--- src/rtl/mmio_ctrl_pkg.sv ---
// Shared constants, types and address decode for the MMIO controller.
// Used by mmio_ctrl and mmio_fifo; MMIO_CYCLE_COUNTER_EN is consumed in mmio_ctrl.
package mmio_ctrl_pkg;

    localparam int unsigned FIFO_DEPTH_DEFAULT = 8;

    // Region select on cpu_a[17:16] and the fixed I/O registers inside it.
    localparam logic [1:0]  IO_REGION = 2'b11;
    localparam logic [17:0] ADDR_UART = 18'h30000;
    localparam logic [17:0] ADDR_EXIT = 18'h30004;
    localparam logic [17:0] ADDR_CNT1 = 18'h30005;
    localparam logic [17:0] ADDR_CNT2 = 18'h30006;
    localparam logic [17:0] ADDR_CNT3 = 18'h30007;

    typedef enum logic [1:0] {
        SEL_NONE = 2'd0,
        SEL_RAM  = 2'd1,
        SEL_IO   = 2'd2
    } rd_sel_e;

    typedef struct packed {
        logic io;
        logic uart;
        logic exit;
        logic cnt1;
        logic cnt2;
        logic cnt3;
    } addr_dec_t;

    function automatic addr_dec_t decode_addr(input logic [17:0] a);
        addr_dec_t d;
        d.io   = (a[17:16] == IO_REGION);
        d.uart = (a == ADDR_UART);
        d.exit = (a == ADDR_EXIT);
        d.cnt1 = (a == ADDR_CNT1);
        d.cnt2 = (a == ADDR_CNT2);
        d.cnt3 = (a == ADDR_CNT3);
        return d;
    endfunction

endpackage

--- src/rtl/mmio_fifo.sv ---
// Synchronous FIFO with extra-MSB pointers; push and pop may both happen
// in the same cycle, including when full.
module mmio_fifo
    import mmio_ctrl_pkg::*;
#(
    parameter int unsigned DEPTH = FIFO_DEPTH_DEFAULT,
    parameter int unsigned WIDTH = 8
) (
    input  logic             clk_in,
    input  logic             rst_in,
    input  logic             push,
    input  logic [WIDTH-1:0] din,
    input  logic             pop,
    output logic [WIDTH-1:0] dout,
    output logic             full,
    output logic             empty
);

    localparam int unsigned AW = $clog2(DEPTH);
    localparam logic [AW:0] PTR_ONE = {{AW{1'b0}}, 1'b1};

    logic [AW:0]      wr_ptr_q, wr_ptr_d;
    logic [AW:0]      rd_ptr_q, rd_ptr_d;
    logic [WIDTH-1:0] mem_q [DEPTH];
    logic             do_push, do_pop;

    assign empty = (wr_ptr_q == rd_ptr_q);
    assign full  = (wr_ptr_q[AW] != rd_ptr_q[AW]) &&
                   (wr_ptr_q[AW-1:0] == rd_ptr_q[AW-1:0]);
    assign dout  = mem_q[rd_ptr_q[AW-1:0]];

    // A full FIFO still accepts a push when the head leaves in the same cycle.
    assign do_pop  = pop & ~empty;
    assign do_push = push & (~full | do_pop);

    always_comb begin
        wr_ptr_d = wr_ptr_q;
        rd_ptr_d = rd_ptr_q;
        if (do_push) wr_ptr_d = wr_ptr_q + PTR_ONE;
        if (do_pop)  rd_ptr_d = rd_ptr_q + PTR_ONE;
    end

    always_ff @(posedge clk_in or posedge rst_in) begin
        if (rst_in) begin
            wr_ptr_q <= '0;
            rd_ptr_q <= '0;
        end else begin
            wr_ptr_q <= wr_ptr_d;
            rd_ptr_q <= rd_ptr_d;
        end
    end

    always_ff @(posedge clk_in) begin
        if (do_push) mem_q[wr_ptr_q[AW-1:0]] <= din;
    end

endmodule

--- src/rtl/mmio_ctrl.sv ---
// CPU memory-mapped I/O controller: RAM pass-through, UART RX/TX FIFOs,
// exit flag and an optional cycle counter enabled by MMIO_CYCLE_COUNTER_EN.
module mmio_ctrl
    import mmio_ctrl_pkg::*;
#(
    parameter int unsigned FIFO_DEPTH = FIFO_DEPTH_DEFAULT
) (
    input  logic        clk_in,
    input  logic        rst_in,
    input  logic        rdy_in,
    input  logic [31:0] cpu_a,
    input  logic [7:0]  cpu_dout,
    input  logic        cpu_wr,
    output logic [7:0]  cpu_din,
    output logic        cpu_rdy,
    output logic [16:0] ram_a,
    output logic [7:0]  ram_dout,
    output logic        ram_wr,
    input  logic [7:0]  ram_din,
    input  logic [7:0]  rx_data,
    input  logic        rx_valid,
    output logic        rx_ready,
    output logic [7:0]  tx_data,
    output logic        tx_valid,
    input  logic        tx_ready,
    output logic        program_finish
);

    addr_dec_t dec;
    logic      unused_a_hi;
    logic      wr_nz;
    logic      stall;

    logic       rx_push, rx_pop, rx_full, rx_empty;
    logic [7:0] rx_dout;
    logic       tx_push, tx_pop, tx_full, tx_empty;
    logic [7:0] tx_din, tx_dout;

    rd_sel_e    sel_q, sel_d;
    logic [7:0] io_data_q, io_data_d;
    logic [7:0] io_rd_byte;
    logic       finish_q, finish_d;

    assign dec         = decode_addr(cpu_a[17:0]);
    assign unused_a_hi = ^cpu_a[31:18];
    assign wr_nz       = (cpu_dout != 8'h00);

    // Stall is forced off during reset so a pending access is released.
    always_comb begin
        stall = 1'b0;
        if (!rst_in) begin
            if (!cpu_wr && dec.uart && rx_empty) stall = 1'b1;
            if (cpu_wr && tx_full && (dec.exit || (dec.uart && wr_nz))) stall = 1'b1;
        end
    end

    assign cpu_rdy  = rdy_in & ~stall;
    assign ram_a    = cpu_a[16:0];
    assign ram_dout = cpu_dout;
    assign ram_wr   = cpu_wr & cpu_rdy & ~dec.io;

    // Stream handshakes are qualified with rdy_in so nothing moves while it is low.
    assign rx_ready = rdy_in & ~rx_full;
    assign rx_push  = rx_valid & rx_ready;
    assign rx_pop   = cpu_rdy & ~cpu_wr & dec.uart;

    assign tx_push  = cpu_rdy & cpu_wr & (dec.exit | (dec.uart & wr_nz));
    assign tx_din   = dec.exit ? 8'h00 : cpu_dout;
    assign tx_valid = rdy_in & ~tx_empty;
    assign tx_data  = tx_dout;
    assign tx_pop   = tx_valid & tx_ready;

    mmio_fifo #(
        .DEPTH (FIFO_DEPTH),
        .WIDTH (8)
    ) u_rx_fifo (
        .clk_in (clk_in),
        .rst_in (rst_in),
        .push   (rx_push),
        .din    (rx_data),
        .pop    (rx_pop),
        .dout   (rx_dout),
        .full   (rx_full),
        .empty  (rx_empty)
    );

    mmio_fifo #(
        .DEPTH (FIFO_DEPTH),
        .WIDTH (8)
    ) u_tx_fifo (
        .clk_in (clk_in),
        .rst_in (rst_in),
        .push   (tx_push),
        .din    (tx_din),
        .pop    (tx_pop),
        .dout   (tx_dout),
        .full   (tx_full),
        .empty  (tx_empty)
    );

`ifdef MMIO_CYCLE_COUNTER_EN
    logic [31:0] cnt_q, cnt_d;
    logic [31:0] snap_q, snap_d;

    // Reading byte 0 freezes the whole count so the upper bytes read coherently.
    always_comb begin
        cnt_d  = cnt_q;
        snap_d = snap_q;
        if (rdy_in) cnt_d = cnt_q + 32'd1;
        if (cpu_rdy && !cpu_wr && dec.exit) snap_d = cnt_q;
    end

    always_ff @(posedge clk_in or posedge rst_in) begin
        if (rst_in) begin
            cnt_q  <= '0;
            snap_q <= '0;
        end else begin
            cnt_q  <= cnt_d;
            snap_q <= snap_d;
        end
    end

    always_comb begin
        io_rd_byte = 8'h00;
        if (dec.uart)      io_rd_byte = rx_dout;
        else if (dec.exit) io_rd_byte = cnt_q[7:0];
        else if (dec.cnt1) io_rd_byte = snap_q[15:8];
        else if (dec.cnt2) io_rd_byte = snap_q[23:16];
        else if (dec.cnt3) io_rd_byte = snap_q[31:24];
    end
`else
    logic unused_cnt;
    assign unused_cnt = dec.cnt1 | dec.cnt2 | dec.cnt3;

    always_comb begin
        io_rd_byte = 8'h00;
        if (dec.uart) io_rd_byte = rx_dout;
    end
`endif

    // I/O read data is captured at acceptance; RAM data arrives registered by the RAM.
    always_comb begin
        sel_d     = sel_q;
        io_data_d = io_data_q;
        finish_d  = finish_q;
        if (cpu_rdy) begin
            if (cpu_wr) begin
                sel_d = SEL_NONE;
                if (dec.exit) finish_d = 1'b1;
            end else if (dec.io) begin
                sel_d     = SEL_IO;
                io_data_d = io_rd_byte;
            end else begin
                sel_d = SEL_RAM;
            end
        end
    end

    always_ff @(posedge clk_in or posedge rst_in) begin
        if (rst_in) begin
            sel_q     <= SEL_NONE;
            io_data_q <= 8'h00;
            finish_q  <= 1'b0;
        end else begin
            sel_q     <= sel_d;
            io_data_q <= io_data_d;
            finish_q  <= finish_d;
        end
    end

    always_comb begin
        case (sel_q)
            SEL_IO:  cpu_din = io_data_q;
            SEL_RAM: cpu_din = ram_din;
            default: cpu_din = 8'h00;
        endcase
    end

    assign program_finish = finish_q;

endmodule

--- config.mk ---
export PLATFORM = sky130hd
export DESIGN_NAME = mmio_ctrl
export DESIGN_NICKNAME = d
export VERILOG_FILES = /design/src/rtl/mmio_ctrl_pkg.sv /design/src/rtl/mmio_fifo.sv /design/src/rtl/mmio_ctrl.sv
export SDC_FILE = /design/constraint.sdc
export NUM_CORES = 1
export LEC_CHECK = 0
export CAP_MARGIN = 10
export CORE_MARGIN = 2
export CORE_UTILIZATION = 25
export DETAILED_ROUTE_END_ITERATION = 16
export SYNTH_ARGS = -nofsm -noshare
export SYNTH_HDL_FRONTEND = slang
export SYNTH_SLANG_ARGS = --single-unit
--- constraint.sdc ---
create_clock -name clk_in -period 3.1 [get_ports clk_in]
set_input_delay 0.62 -clock clk_in [delete_from_list [all_inputs] [get_ports clk_in]]
set_output_delay 0.62 -clock clk_in [all_outputs]
set_load 0.005 [all_outputs]
# After elaboration in Yosys (flattened, before gate mapping)
# Memory sizes are Yosys's and may differ from the RTL's.
# Cells that the tools add are included.
[classes]
n_addsub = 4
eq_ne = 11
n_mux = 12
bitwise = 25
n_reduce_logical = 12
[ops]
columns = ["operator", "n"]
rows = [
  ["$eq 18x18->1 const B", 2],
  ["$add 4x1->4 const B", 4],
  ["$mux 8", 2],
  ["$pmux 8 s2", 1],
  ["$and 1x1->1", 15],
  ["$eq 4x4->1", 2],
  ["$reduce_bool 8->1", 1],
  ["$logic_and 1x1->1", 7],
  ["$mux 1", 7],
  ["$not 1->1", 7],
  ["$eq 3x3->1", 2],
  ["$reduce_and 3->1", 2],
  ["$eq 2x2->1 const B", 2],
  ["$mux 2", 2],
  ["$or 1x1->1", 3],
  ["$eq 2x1->1 const B", 1],
  ["$ne 1x1->1", 2],
  ["$logic_not 1->1", 1],
  ["$logic_or 1x1->1", 1],
]
[totals]
reg_bits = 27
ramBits = 128
in_bits = 62
output_inout_bits = 46
memories = 2
[mem_list]
columns = ["name", "depth", "word_bits", "read_ports", "rd_ports_with_merged_regs", "wr", "line_no", "source"]
rows = [
  ["u_rx_fifo.mem_q", 8, 8, 1, 0, 1, "mmio_fifo.sv:24", "logic [WIDTH-1:0] mem_q [DEPTH];"],
  ["u_tx_fifo.mem_q", 8, 8, 1, 0, 1, "mmio_fifo.sv:24", ""],
]

# Longest topological paths before layout
[logic_depth]
depth_word = 15
ltp_mapped = 6
depth_no_buf = 5

# Cells and area by module
# A second synthesis with hierarchy kept.
[hier_totals]
cells_unflattened = 415
area_unflattened_um2 = 7247.0
[modules_own_cells]
columns = ["mod", "n_inst", "cells_per_inst", "area_each_um2", "seq_area_each_um2"]
rows = [
  ["mmio_fifo", 2, 150, 3104.2, 2122.0],
  ["mmio_ctrl", 1, 115, 1038.5, 275.3],
]

# Worst setup path before layout
# No wires, ideal clock.
[synth_path]
path_type = "in2reg"
start = "input port cpu_a[8]"
end = "memory u_tx_fifo.mem_q[0][0] (enable)"
setup_ns = 0.383
arrival_time_ns = 2.262
setup_slack_ns = 0.455
path_stages = 5
path_buffers = 0
path_cell_list = "nor4_2 nand4_1 a2111oi_4 nand2b_1 nor3_1"
[synth_between]
elab_chain_cells = 13
word_cells_on_any_way = 19
classes_between = "eq/ne (2); mux (5); bitwise (7); reduce/logical (5)"
[synth_rtl]
columns = ["item", "line_no", "source"]
rows = [
  ["start, declared", "mmio_ctrl.sv:11", "input logic [31:0] cpu_a,"],
  ["$eq 18x18->1", "mmio_ctrl_pkg.sv:33", "d.uart = (a == ADDR_UART);"],
  ["$logic_and 1x1->1, on equally long branches", "mmio_ctrl.sv:52, mmio_ctrl.sv:53", ""],
  ["$logic_and 1x1->1 or $logic_or 1x1->1 (tied branches)", "mmio_ctrl.sv:52, mmio_ctrl.sv:53", ""],
  ["$mux 1 or $logic_and 1x1->1 (tied branches)", "mmio_ctrl.sv:52, mmio_ctrl.sv:53", ""],
  ["$mux 1", "mmio_ctrl.sv:53", "if (cpu_wr && tx_full && (dec.exit || (dec.uart && wr_nz))) stall = 1'b1;"],
  ["$mux 1", "mmio_ctrl.sv:51", "if (!rst_in) begin"],
  ["$not 1->1", "mmio_ctrl.sv:57", "assign cpu_rdy = rdy_in & ~stall;"],
  ["$and 1x1->1", "mmio_ctrl.sv:57", ""],
  ["$and 1x1->1", "mmio_ctrl.sv:67", "assign tx_push = cpu_rdy & cpu_wr & (dec.exit | (dec.uart & wr_nz));"],
  ["$and 1x1->1 (*)", "mmio_ctrl.sv:67", ""],
  ["$and 1x1->1 (*)", "mmio_fifo.sv:34", "assign do_push = push & (~full | do_pop);"],
  ["$mux 1 (*)", "mmio_fifo.sv:54", "if (do_push) mem_q[wr_ptr_q[AW-1:0]] <= din;"],
  ["$mux 1 (not written as such) (*)", "mmio_fifo.sv:54", ""],
  ["end, declared", "mmio_fifo.sv:24", ""],
]
# Every way passes the cells marked *; elsewhere a longest branch is shown, timed or not.

# Worst setup path in the final report
[layout_path]
start = "input port cpu_a[6]"
end = "register io_data_q[0]"
[layout_between]
elab_chain_cells = 9
word_cells_on_any_way = 14
classes_between = "eq/ne (2); mux (4); bitwise (2); reduce/logical (6)"
[layout_rtl]
columns = ["item", "line_no", "source"]
rows = [
  ["$eq 18x18->1", "mmio_ctrl_pkg.sv:33", ""],
  ["$logic_and 1x1->1, on equally long branches", "mmio_ctrl.sv:52, mmio_ctrl.sv:53", ""],
  ["$logic_and 1x1->1 or $logic_or 1x1->1 (tied branches)", "mmio_ctrl.sv:52, mmio_ctrl.sv:53", ""],
  ["$mux 1 or $logic_and 1x1->1 (tied branches)", "mmio_ctrl.sv:52, mmio_ctrl.sv:53", ""],
  ["$mux 1", "mmio_ctrl.sv:53", ""],
  ["$mux 1", "mmio_ctrl.sv:51", ""],
  ["$not 1->1", "mmio_ctrl.sv:57", ""],
  ["$and 1x1->1", "mmio_ctrl.sv:57", ""],
  ["$reduce_and 3->1 (no source line)", "-", ""],
  ["end signal, assigned", "mmio_ctrl.sv:166", "io_data_q <= io_data_d;"],
  ["end, declared", "mmio_ctrl.sv:40", "logic [7:0] io_data_q, io_data_d;"],
]
# Parallel ways exist; a longest one is shown, timed or not.
# A chain may end at the register's enable or synchronous reset.

==> impl_metrics.json <==
{
  "status": "completed",
  "rows": 60,
  "timing.fmax_ghz": 0.334,
  "worst-slew-pin-transition_ps": 509,
  "port_buffers": 93,
  "core-area_um2": 26700,
  "seq_area_frac_synth": 0.672,
  "setup_viol": 0,
  "clock-root-buffer": "clkbuf_16",
  "power.total_mw": 5.56,
  "synth.avg_cell_area_um2": 16.9,
  "routedWlPerCell_um": 18.0,
  "whs_ps": 496,
  "routed_wl_um": 15600,
  "fin_crit_sh": 0.967,
  "syn_to_final_growth_pct": 32.0,
  "cts_tree": "built",
  "finalNetCount": 582,
  "vias": 3856,
  "yosysMostFrequentCell": "edfxtp_1",
  "drtAntennaViolNets": 0,
  "grt_pass1_vias": 4125,
  "synth_edf_count": 128,
  "h-tree-depth": 4,
  "die-area_um2": 28200,
  "ir_drop_mv": 0.348,
  "yosysTopAreaCell": "edfxtp_1",
  "path_class": "in2reg",
  "antenna_found_initial": 0,
  "cp.required_ps": 3450,
  "cts_sinks": 155,
  "p_leak_nw": 3.08,
  "multi_input_area_um2": 1930,
  "cp_max_fo": 5,
  "syn_inst": 397,
  "antennaDiodeCount": 0,
  "routed_via_density": 4.44,
  "clock_tree.buffer_depth": 2,
  "synth_area_um2": 6720,
  "grtUsageTotal": 0.113,
  "die_y_um": 168,
  "cp-start-kind": "input port",
  "grt_pass1_wl_um": 23600,
  "ff_latch_area_um2": 4520,
  "fillerInstances": 2534,
  "synthFlopType": "edfxtp_1",
  "syn_nets": 465,
  "cp.arrival_ps": 3340,
  "firstDrtPassIters": 6,
  "drive_gt1_frac": 0.260,
  "cts_buffers": 17,
  "ios": 108,
  "timing.slew.headroom": 0.660,
  "synth_top_area_share": 0.572,
  "grt_max_degree": 28,
  "hpwl_um": 10400,
  "skew_ps": 9.71,
  "async_flop_share": 0.174,
  "die_w_um": 168,
  "finalNonFillerCells": 868,
  "yosys-top-cells-area": "edfxtp_1 (57%), mux4_2 (11%), dfrtp_1 (10%)",
  "dpl.cell_count": 825,
  "end_kind": "flop",
  "worst_hold_path_type": "reg2reg",
  "drv_cap": 0,
  "power_density_nw_per_um2": 626,
  "yosys-top-cells-count": "edfxtp_1 (128), mux4_2 (32), buf_4 (27), dfrtp_1 (27), nor2_1 (22)",
  "synth-seq-cells": 155,
  "drt-initial-drc-count": 255,
  "yosys_warnings": 0,
  "initial_core_util": 0.252,
  "gr-total-overflow": 0,
  "finalHoldViolations": 0,
  "yosysUniqueCellTypes": 40,
  "timing.final.crit_period_ps": 3000,
  "clkTransAtPathRegs_ps": 60,
  "gp_congestion": 0.800,
  "slew_violations": 0,
  "route.detailed.drc": 0,
  "clk_latency_ps": 430
}
## final timing paths
check	from	to	slack (ps)	depth (start not counted)
worst min register to register	u_tx_fifo.wr_ptr_q[3]	u_tx_fifo.wr_ptr_q[3]	500	1
worst max-delay path	cpu_a[6]	io_data_q[0]	100	18
worst min-delay path	u_tx_fifo.wr_ptr_q[3]	u_tx_fifo.wr_ptr_q[3]	500	1
min in group asynchronous	rst_in	u_tx_fifo.wr_ptr_q[0]	680	3
max in group asynchronous	rst_in	u_tx_fifo.rd_ptr_q[0]	2110	3
worst max register to register	u_rx_fifo.rd_ptr_q[0]	u_rx_fifo.mem_q[7][3]	830	5
## layout by cell type (no fill, tap or decap), types with 2 or more instances in the layout
cell type / synthesis / final
and2_1: 10 / 10
mux2i_1: 8 / 8
o31a_1: 2 / 2
buf_12: 0 / 2
and4_1: 2 / 2
nor2_1: 22 / 22
nand2_1: 15 / 15
o311a_1: 2 / 2
mux4_2: 32 / 32
o2bb2ai_1: 8 / 8
a22oi_1: 8 / 8
nor3_1: 7 / 6
clkdlybuf4s50_1: 0 / 86
nor4_1: 4 / 2
clkbuf_16: 0 / 17
inv_6: 0 / 8
ha_1: 6 / 6
xnor2_1: 14 / 14
bufinv_16: 0 / 3
dfrtp_1: 27 / 26
dlymetal6s2s_1: 0 / 6
nand4_1: 6 / 6
clkinv_4: 0 / 2
buf_6: 0 / 2
nand3_1: 4 / 4
buf_4: 27 / 46
mux2_2: 11 / 11
inv_8: 0 / 2
nor4_2: 2 / 4
edfxtp_1: 128 / 128
xor2_1: 8 / 8
inv_1: 4 / 4
nand2b_1: 8 / 8
and3_1: 2 / 2
## layout make-up
class	instances	share of cell area
well taps	341	0.0481
flip-flops and latches	155	0.509
clock inverters	15	0.0226
clock buffers	17	0.0479
repair buffers	143	0.152
multi-input cells	193	0.218
inverters	4	0.00169
## power by group
group | leakage, nW | switching (mW) | total [mW] | internal, mW
clock | 0.308 | 0.905 | 2.21 | 1.30
combinational | 1.25 | 0.389 | 0.900 | 0.511
sequential | 1.52 | 0.0871 | 2.45 | 2.36
## what timing repair did
action,4_1_cts,5_1_grt
buffers inserted,10,0
pin swaps,0,5
gates resized for setup,3,13
hold buffers,0,0
gates cloned,0,1
endpoints found under the setup margin,1,14
## critical path: stages
cell and delay (ps):
dlymetal6s2s_1 130, or4_4 530, nor2_1 110, nand4_1 140
buf_4 170, buf_4 120, buf_4 120, buf_4 120
buf_4 120, buf_4 120, buf_4 120, buf_4 120
buf_4 120, buf_4 120, buf_4 130, o21bai_4 160
buf_6 160, o2bb2ai_1 110
## stage by stage
stage / utilization / setup WS (ps) / cell area (um2) / setup TNS, ps
floorplan: - / 455 / 6720 / 0
global placement: 0.304 / -216 / 8110 / -216
detailed placement: 0.304 / -187 / 8110 / -187
CTS: 0.331 / -131 / 8820 / -1080
global route: 0.333 / -1.52 / 8870 / -2.71
finish: 0.333 / 102 / 8870 / 0
## flip-flops by register name (all words and copies together), names as in the netlist
| register | cells |
|---|---|
| u_rx_fifo.mem_q | 64 |
| u_tx_fifo.mem_q | 64 |
| io_data_q | 8 |
| u_rx_fifo.rd_ptr_q | 4 |
| u_rx_fifo.wr_ptr_q | 4 |
| u_tx_fifo.rd_ptr_q | 4 |
| u_tx_fifo.wr_ptr_q | 4 |
| sel_q | 2 |
| program_finish | 1 |
## routing by layer
metal	up-vias	track usage	wire length, um
li1	1759	-	-
met1	1974	0.134	6580
met2	105	0.202	8130
met3	18	0.0294	712
met4	0	0.0318	167
met5	-	0	0
## logic make-up after synthesis
group	count (synthesis)	share of synthesized area
AO/OA/AOI/OAI	27	0.0365
XOR/XNOR	22	0.0287
adder cells (fa/ha/maj)	6	0.0112
buffers and inverters	49	0.0445
flip-flops	155	0.672
multiplexers	52	0.139
AND/OR/NAND/NOR	86	0.0677
(Power assumes the default switching activity.)
